### src/rtl/router_1xn_pkt.sv
// rtl/router_1xn_pkt.sv - 1-to-N packet router with per-port FIFOs; parity checking enabled by ROUTER_PARITY_CHECK_EN
module router_fifo #(
    parameter int W     = 9,
    parameter int DEPTH = 16
) (
    input  logic         clk,
    input  logic         rst,
    input  logic         push,
    input  logic [W-1:0] wdata,
    input  logic         pop,
    output logic [W-1:0] rdata,
    output logic         valid,
    output logic         full
);
    localparam int PW = $clog2(DEPTH);
    localparam int CW = $clog2(DEPTH + 1);

    logic [W-1:0]  mem [DEPTH];
    logic [PW-1:0] wp;
    logic [PW-1:0] rp;
    logic [CW-1:0] cnt;
    logic          do_push;
    logic          do_pop;

    assign valid   = (cnt != '0);
    assign full    = (cnt == CW'(DEPTH));
    assign do_push = push && !full;
    assign do_pop  = pop && valid;
    // head is masked when empty so stale storage never reaches the outputs
    assign rdata   = valid ? mem[rp] : '0;

    // storage write; contents need no reset because the head is masked when empty
    always_ff @(posedge clk) begin
        if (do_push) mem[wp] <= wdata;
    end

    // pointers wrap naturally; occupancy tracks 0..DEPTH
    always_ff @(posedge clk) begin
        if (rst) begin
            wp  <= '0;
            rp  <= '0;
            cnt <= '0;
        end else begin
            if (do_push) wp <= wp + 1'b1;
            if (do_pop)  rp <= rp + 1'b1;
            case ({do_push, do_pop})
                2'b10:   cnt <= cnt + 1'b1;
                2'b01:   cnt <= cnt - 1'b1;
                default: ;
            endcase
        end
    end
endmodule

module router_1xn_pkt #(
    parameter int DW    = 8,
    parameter int N_OUT = 3,
    parameter int DEPTH = 16
) (
    input  logic                clk,
    input  logic                rst,
    input  logic [DW-1:0]       in_data,
    input  logic                in_valid,
    input  logic                in_last,
    output logic                in_ready,
    output logic [N_OUT*DW-1:0] out_data,
    output logic [N_OUT-1:0]    out_valid,
    output logic [N_OUT-1:0]    out_last,
    input  logic [N_OUT-1:0]    out_ready,
    output logic                busy,
    output logic                drop_pulse,
    output logic                parity_err
);
    localparam int AW = $clog2(N_OUT + 1);

    typedef enum logic [1:0] {IDLE, FWD, DROP} state_t;

    state_t           state;
    logic [N_OUT-1:0] mask_q;
    logic [N_OUT-1:0] dec_mask;
    logic [N_OUT-1:0] cur_mask;
    logic [N_OUT-1:0] full;
    logic [N_OUT-1:0] push;
    logic [AW-1:0]    addr;
    logic             hdr_valid;
    logic             accept;

    assign addr = in_data[AW-1:0];

    // header decode: all-ones broadcasts, addresses below N_OUT unicast
    always_comb begin
        dec_mask = '0;
        for (int k = 0; k < N_OUT; k++) begin
            if (addr == AW'(k)) dec_mask[k] = 1'b1;
        end
        if (addr == '1) dec_mask = '1;
        hdr_valid = (dec_mask != '0);
    end

    // target ports of the current word and the all-or-nothing space check
    always_comb begin
        cur_mask = '0;
        in_ready = 1'b0;
        case (state)
            IDLE: begin
                cur_mask = dec_mask;
                in_ready = hdr_valid ? ((dec_mask & full) == '0) : 1'b1;
            end
            FWD: begin
                cur_mask = mask_q;
                in_ready = ((mask_q & full) == '0);
            end
            default: in_ready = 1'b1;
        endcase
        if (rst) in_ready = 1'b0;
    end

    assign accept = in_valid && in_ready;
    assign push   = accept ? cur_mask : '0;
    assign busy   = (state != IDLE);

    // packet framing FSM with the drop indication
    always_ff @(posedge clk) begin
        if (rst) begin
            state      <= IDLE;
            mask_q     <= '0;
            drop_pulse <= 1'b0;
        end else begin
            drop_pulse <= 1'b0;
            if (accept) begin
                case (state)
                    IDLE: begin
                        if (!in_last) begin
                            if (hdr_valid) begin
                                mask_q <= dec_mask;
                                state  <= FWD;
                            end else begin
                                state <= DROP;
                            end
                        end else if (!hdr_valid) begin
                            drop_pulse <= 1'b1;
                        end
                    end
                    FWD: begin
                        if (in_last) state <= IDLE;
                    end
                    default: begin
                        if (in_last) begin
                            state      <= IDLE;
                            drop_pulse <= 1'b1;
                        end
                    end
                endcase
            end
        end
    end

`ifdef ROUTER_PARITY_CHECK_EN
    logic [DW-1:0] par_q;

    // running XOR of forwarded words, compared against the closing word
    always_ff @(posedge clk) begin
        if (rst) begin
            par_q      <= '0;
            parity_err <= 1'b0;
        end else begin
            parity_err <= 1'b0;
            if (accept) begin
                if (state == IDLE) begin
                    if (hdr_valid) begin
                        par_q <= in_data;
                        if (in_last && (in_data != '0)) parity_err <= 1'b1;
                    end
                end else if (state == FWD) begin
                    if (in_last) parity_err <= (par_q != in_data);
                    else         par_q      <= par_q ^ in_data;
                end
            end
        end
    end
`else
    assign parity_err = 1'b0;
`endif

    genvar g;
    generate
        for (g = 0; g < N_OUT; g++) begin : g_port
            logic [DW:0] rd;
            router_fifo #(.W(DW + 1), .DEPTH(DEPTH)) u_fifo (
                .clk   (clk),
                .rst   (rst),
                .push  (push[g]),
                .wdata ({in_last, in_data}),
                .pop   (out_ready[g]),
                .rdata (rd),
                .valid (out_valid[g]),
                .full  (full[g])
            );
            assign out_data[g*DW +: DW] = rd[DW-1:0];
            assign out_last[g]          = rd[DW];
        end
    endgenerate
endmodule
### config.mk
export PLATFORM = sky130hd
export DESIGN_NAME = router_1xn_pkt
export DESIGN_NICKNAME = d
export VERILOG_FILES = /design/src/rtl/router_1xn_pkt.sv
export SDC_FILE = /design/constraint.sdc
export NUM_CORES = 1
export LEC_CHECK = 0
export ABC_AREA = 1
export BUFFER_PORTS_ARGS = -buffer_cell sky130_fd_sc_hd__buf_2
export CELL_PAD_IN_SITES_DETAIL_PLACEMENT = 2
export CELL_PAD_IN_SITES_GLOBAL_PLACEMENT = 2
export CORE_UTILIZATION = 30
export DETAILED_ROUTE_END_ITERATION = 8
export PLACE_DENSITY = 0.64
export SYNTH_ARGS = -nofsm -noshare
export SYNTH_HDL_FRONTEND = slang
export SYNTH_HIERARCHICAL = 1
export SYNTH_SLANG_ARGS = --single-unit
### constraint.sdc
create_clock -name clk -period 3.8 [get_ports clk]
set_input_delay 0.95 -clock clk [delete_from_list [all_inputs] [get_ports clk]]
set_output_delay 0.95 -clock clk [all_outputs]
set_load 0.005 [all_outputs]
# --- After elaboration in Yosys (flattened, before gate mapping) ---
# Memory sizes are Yosys's and may differ from the RTL's. A register that Yosys moved wholly into a read port is not among the register bits.
# Cells that the tools add are included.
totals:
  reg_bits: 45
  latchBits: 0
  ramBits: 432
  romBits: 0
  in_bits: 15
  out_inout_bits: 34
  elab_cells: 106
  mem_count: 3
classes:
  addsub: 12
  multipliers: 0
  n_div: 0
  order_cmp: 0
  eq_ne: 14
  n_shift: 0
  muxes: 35
  n_bitwise: 4
  reduce_logical: 26
mem_list:
  columns: ["name", "words", "width", "rd", "rd_clocked_by_memory_dff", "write_ports", "line_no", "text"]
  rows:
  - ["g_port[0].u_fifo.mem", 16, 9, 1, 1, 1, "18", "logic [W-1:0] mem [DEPTH];"]
  - ["g_port[1].u_fifo.mem", 16, 9, 1, 1, 1, "18", null]
  - ["g_port[2].u_fifo.mem", 16, 9, 1, 1, 1, "18", null]
ops:
  columns: ["cell", "count"]
  rows:
  - ["$pmux 5 s2", 3]
  - ["$mux 9", 3]
  - ["$add 4x1->4 const B", 6]
  - ["$mux 4", 6]
  - ["$add 5x1->5 const B", 3]
  - ["$eq 5x5->1 const B", 3]
  - ["$reduce_bool 5->1", 3]
  - ["$sub 5x1->5 const B", 3]
  - ["$mux 1", 14]
  - ["$eq 2x1->1 const B", 5]
  - ["$eq 2x2->1 const B", 5]
  - ["$reduce_bool 2->1", 5]
  - ["$mux 2", 4]
  - ["$logic_and 1x1->1", 7]
  - ["$and 3x3->3", 2]
  - ["$logic_not 3->1", 2]
  - ["$mux 3", 2]
  - ["$pmux 3 s2", 1]
  - ["$logic_not 2->1", 2]
  - ["$pmux 1 s2", 2]
  - ["$reduce_and 4->1", 1]
  - ["$logic_not 1->1", 3]
  - ["$reduce_and 3->1", 1]
  - ["$reduce_bool 3->1", 1]
  - ["other kinds (3)", 4]

# --- Depth between registers and ports, before layout ---
depth:
  word_depth: 13
  mapped_depth: 23
  ltp_nobuf: 22

# --- Cells and area by module ---
# The synthesis kept the hierarchy.
modules_own_cells:
  columns: ["module", "n_inst", "cells_each", "area_each_um2", "seq_area_each_um2"]
  rows:
  - ["router_fifo at g_port[1].u_fifo ...", 2, 532, 6550.0, 4664.5]
  - ["router_fifo at g_port[0].u_fifo", 1, 536, 6560.0, 4664.5]
  - ["router_1xn_pkt", 1, 83, 541.8, 120.1]

# --- Worst setup path after synthesis ---
# No wires, ideal clock.
synth_path:
  path_kind: "input to register"
  from: "in in_data[0]"
  to: "reg g_port[0].u_fifo.cnt[4]"
  setup_time_ns: 0.109
  arrival_time_ns: 3.192
  required_ns: 3.691
  path_slack_ns: 0.499
  cell_stages: 22
  path_buffers: 1
  cell_sequence: "inv_1 > ha_1 > nand2_1 > nand2_1 > nor2_4 > nor2_4 > nor2_8 > nand2_1 > a21oi_1 > nand2_4 > ha_1 > clkbuf_2 > xor2_1 > ha_1 > inv_1 > nand2_2 > nand2_1 > nand2_1 > nand2_1 > nand3_1 > nand2_1 > inv_1"
synth_between:
  elab_chain_len: 13
  elab_cells_between_ends: 22
  classes_between: "eq/ne: 5; mux: 10; bitwise: 1; reduce/logical: 6"
synth_rtl:
  columns: ["item", "line_no", "text"]
  rows:
  - ["start: declaration", "62", "input logic [DW-1:0] in_data,"]
  - ["$logic_not 2->1", "94", "if (addr == AW'(k)) dec_mask[k] = 1'b1;"]
  - ["$mux 1", "94", null]
  - ["$mux 3 *", "96", "if (addr == '1) dec_mask = '1;"]
  - ["named net dec_mask[0]", "80", "logic [N_OUT-1:0] dec_mask;"]
  - ["$and 3x3->3", "107", "in_ready = hdr_valid ? ((dec_mask & full) == '0) : 1'b1;"]
  - ["$logic_not 3->1", "107", null]
  - ["$mux 1 *", "107", null]
  - ["$pmux 1 s2 *", "104", "case (state)"]
  - ["$mux 1 *", "115", "if (rst) in_ready = 1'b0;"]
  - ["named net in_ready", "65", "output logic in_ready,"]
  - ["$logic_and 1x1->1 *", "118", "assign accept = in_valid && in_ready;"]
  - ["$mux 3 *", "119", "assign push = accept ? cur_mask : '0;"]
  - ["named net push[0]", "83", "logic [N_OUT-1:0] push;"]
  - ["$logic_and 1x1->1 *", "27", "assign do_push = push && !full;"]
  - ["$eq 2x1->1 / $eq 2x2->1 (equally long branches)", "46", "case ({do_push, do_pop})"]
  - ["$pmux 5 s2 / $reduce_bool 2->1 (equally long branches)", null, null]
  - ["end signal: assignment", "47", "2'b10: cnt <= cnt + 1'b1;"]
  - ["end signal: assignment", "48", "2'b01: cnt <= cnt - 1'b1;"]
  - ["end: declaration", "21", "logic [CW-1:0] cnt;"]
# Mark *: on every way through the listed nets, which the timed path passes. The rest lies on a longest branch.
# A chain may end at the register's enable or synchronous reset.

==> results.sh <==
export IMPL_ctsHoldBuffers=0
export IMPL_worst_skew_pair_late_latency_ns=0.62
export IMPL_critical_path_max_fanout=37
export IMPL_hpwl_mm=37.6
export IMPL_ant_nets=0
export IMPL_ys_warn_count=6
export IMPL_grt_util_all_layers=0.178
export IMPL_syn_to_final_growth_pct=17.7
export IMPL_stdcell_count=2703
export IMPL_leakagePower_nw=8.21
export IMPL_path_class="reg2out"
export IMPL_syn_mean_instance_area_sq_um=12.0
export IMPL_ys_seq_area_frac=0.699
export IMPL_routabilityCongestion=0.762
export IMPL_period_needed_ns=3.55
export IMPL_startpoint_type="flop"
export IMPL_slew_violations=0
export IMPL_post_dp_cell_area_sq_um=21900
export IMPL_synth_edf_count=432
export IMPL_numPortBuffers=47
export IMPL_post_route_util=0.359
export IMPL_syn_area_sq_um=20200
export IMPL_vias_per_cell=5.12
export IMPL_grt_pass1_vias=15200
export IMPL_syn_num_nets=1723
export IMPL_fp_dieW_um=262
export IMPL_grt_max_degree=73
export IMPL_cp_end_kind="output port"
export IMPL_pwr_share_comb=0.248
export IMPL_cts_root_buf="clkbuf_16"
export IMPL_worstPathArrival_ns=2.60
export IMPL_rsz0062_at_grt="no"
export IMPL_grt_ovfl_total=0
export IMPL_die_area_sq_um=68400
export IMPL_synth_top_area_frac=0.642
export IMPL_cts_buffers=55
export IMPL_vias=13800
export IMPL_rows=94
export IMPL_cts_max_level=2
export IMPL_drt_initial_drc_count=756
export IMPL_finalInstanceArea_sq_um=23800
export IMPL_antenna_found_initial=1
export IMPL_start_util=0.305
export IMPL_dpl_worst_slack_ns=0.0777
export IMPL_drive_gt1_frac=0.157
export IMPL_fin_crit_sh=0.933
export IMPL_seq_power_share=0.401
export IMPL_hp_class="reg2reg"
export IMPL_nNetsFinal=1833
export IMPL_powerDensity_nw_per_um2=645
export IMPL_finClkSkew_ns=0.0137
export IMPL_wl_per_cell_um=22.4
export IMPL_yosys_cell_types_count=34
export IMPL_synthFlopType="edfxtp_1"
export IMPL_p_int_w=0.0104
export IMPL_clkTransAtPathRegs_ns=0.06
export IMPL_die_h_um=262
export IMPL_layout_setup_ws_ns=0.254
export IMPL_clockPowerShare=0.350
export IMPL_ir_drop_v=0.000339
export IMPL_status="finished clean"
export IMPL_tightest_slew_ns=1.20
export IMPL_io_pins=49
export IMPL_clockBufferDepth=3
export IMPL_synth_top_cell_by_area="edfxtp_1"
export IMPL_power_switching_w=0.00493
export IMPL_required_ns=2.85
export IMPL_async_flop_share=0
export IMPL_ys_ff_latch=489
export IMPL_diodes=0
export IMPL_max_freq_mhz=282
export IMPL_synthCells=1683
export IMPL_dp_cells=2600
export IMPL_drtPass1Iterations=4
export IMPL_routed_wl_mm=60.5
export IMPL_p_sw_frac=0.322
export IMPL_finalHoldViolations=0
export IMPL_drv_cap=0
export IMPL_grt_pass1_wl_mm=92.2
export IMPL_setup_violations_final=0
export IMPL_cts_tree="built"
export IMPL_drc=0
export IMPL_relSlewSlack=0.202
export IMPL_core_area_sq_um=66200
export IMPL_clkSinkCount=489
export IMPL_synth_area_leaders="edfxtp_1, nor2_1, dfxtp_1"
export IMPL_finalSetupTns_ns=0
-- sequential cells by signal (all words and copies together) (netlist names), named ones only --
register           cells
drop_pulse             1
g_port.u_fifo/mem    432
state                  2
g_port.u_fifo/wp      12
g_port.u_fifo/rp      12
g_port.u_fifo/cnt     15
mask_q                 3
-- power by group through the flow --
| stage | registers, W | logic [W] | clock network, W |
|---|---|---|---|
| after global placement | 0.00626 | 0.00371 | 0 |
| after global routing | 0.00618 | 0.00425 | 0.00570 |
| final | 0.00616 | 0.00381 | 0.00537 |
| after floorplan | 0.00619 | 0.00235 | 0 |
| after detailed placement | 0.00627 | 0.00386 | 0 |
| after CTS | 0.00616 | 0.00390 | 0.00552 |
-- critical path: stages, from the launching register on --
cell	delay (ns)
dfxtp_1	0.30
buf_4	0.26
clkinv_2	0.11
buf_6	0.23
o21ai_0	0.13
o22ai_1	0.30
nor2_1	0.09
nor2_1	0.12
o21ai_1	0.09
a21oi_1	0.17
buf_2	0.15
-- layout make-up --
class	count	area [sq um]
Tap cell	864	1080
Clock inverter	32	344
Multi-Input combinational cell	1019	5350
Clock buffer	71	1490
Inverter	86	344
Timing Repair Buffer	142	1040
Fill cell	6898	42400
Sequential cell	489	14100
-- metal layers --
metal	share of wire	vias to the layer above	GRT usage
li1	-	6315	-
met1	0.46	7252	0.234
met2	0.49	196	0.307
met3	0.031	84	0.0266
met4	0.017	2	0.0407
met5	0.00021	-	0
-- placed cells by master (no fill, tap or decap), drive strengths merged --
cell type / n
edfxtp: 432
nor2: 364
o21ai: 242
buf: 142
nand2: 100
inv: 79
o221ai: 74
nand3: 72
clkbuf: 71
dfxtp: 57
a21oi: 50
o22ai: 34
clkinv: 32
ha: 25
nor3: 15
xor2: 15
nand4: 9
nor3b: 9
bufinv: 6
xnor2: 6
a211oi: 3
conb: 1
clkinvlp: 1
-- kinds of logic (layout without fill, tap and decap cells) --
kind of cell | Yosys count | in the layout | share of synthesized area
and+or+nand+nor | 569 | 569 | 0.124
other | 1 | 1 | 0.000186
AOI/OAI and AO/OA | 403 | 403 | 0.116
DFF | 489 | 489 | 0.699
adders and majority gates | 25 | 25 | 0.0155
buffers and inverters | 175 | 331 | 0.0364
xor gates and xnor gates | 21 | 21 | 0.00910
-- cells in the mapped netlist, types with 8 or more instances --
cell and instances:
a21oi_1 50, buf_2 34, clkbuf_1 45, dfxtp_1 57, edfxtp_1 432, ha_1 25
inv_1 65, nand2_1 85, nand2_4 8, nand3_1 63, nand3_2 9, nand4_1 9
nor2_1 346, nor2_2 12, nor3_1 15, nor3b_1 9, o21ai_0 210, o21ai_1 32
o221ai_1 74, o22ai_1 34, xor2_1 15
-- final timing paths --
path / startpoint / end / slack, ns / cells after the start
min: state[0] / state[0] / 0.49 / 2
min reg2reg: state[0] / state[0] / 0.49 / 2
max: flop / out_data[8] / 0.25 / 10
max reg2reg: g_port[2].u_fifo/cnt[1] / g_port[0].u_fifo/cnt[3] / 0.79 / 23
-- per-stage QoR --
step	hold WS, ns	total power, W
floorplan	0.447	0.00854
global placement	0.468	0.00997
detailed placement	0.481	0.0101
CTS	0.490	0.0156
global route	0.510	0.0161
finish	0.487	0.0153
-- repair_timing --
item,in CTS,in global routing
gates resized for setup,2,2
buffers inserted,0,0
endpoints found under the setup margin,3,4
endpoints found under the hold margin,0,0
(Power assumes the default switching activity.)
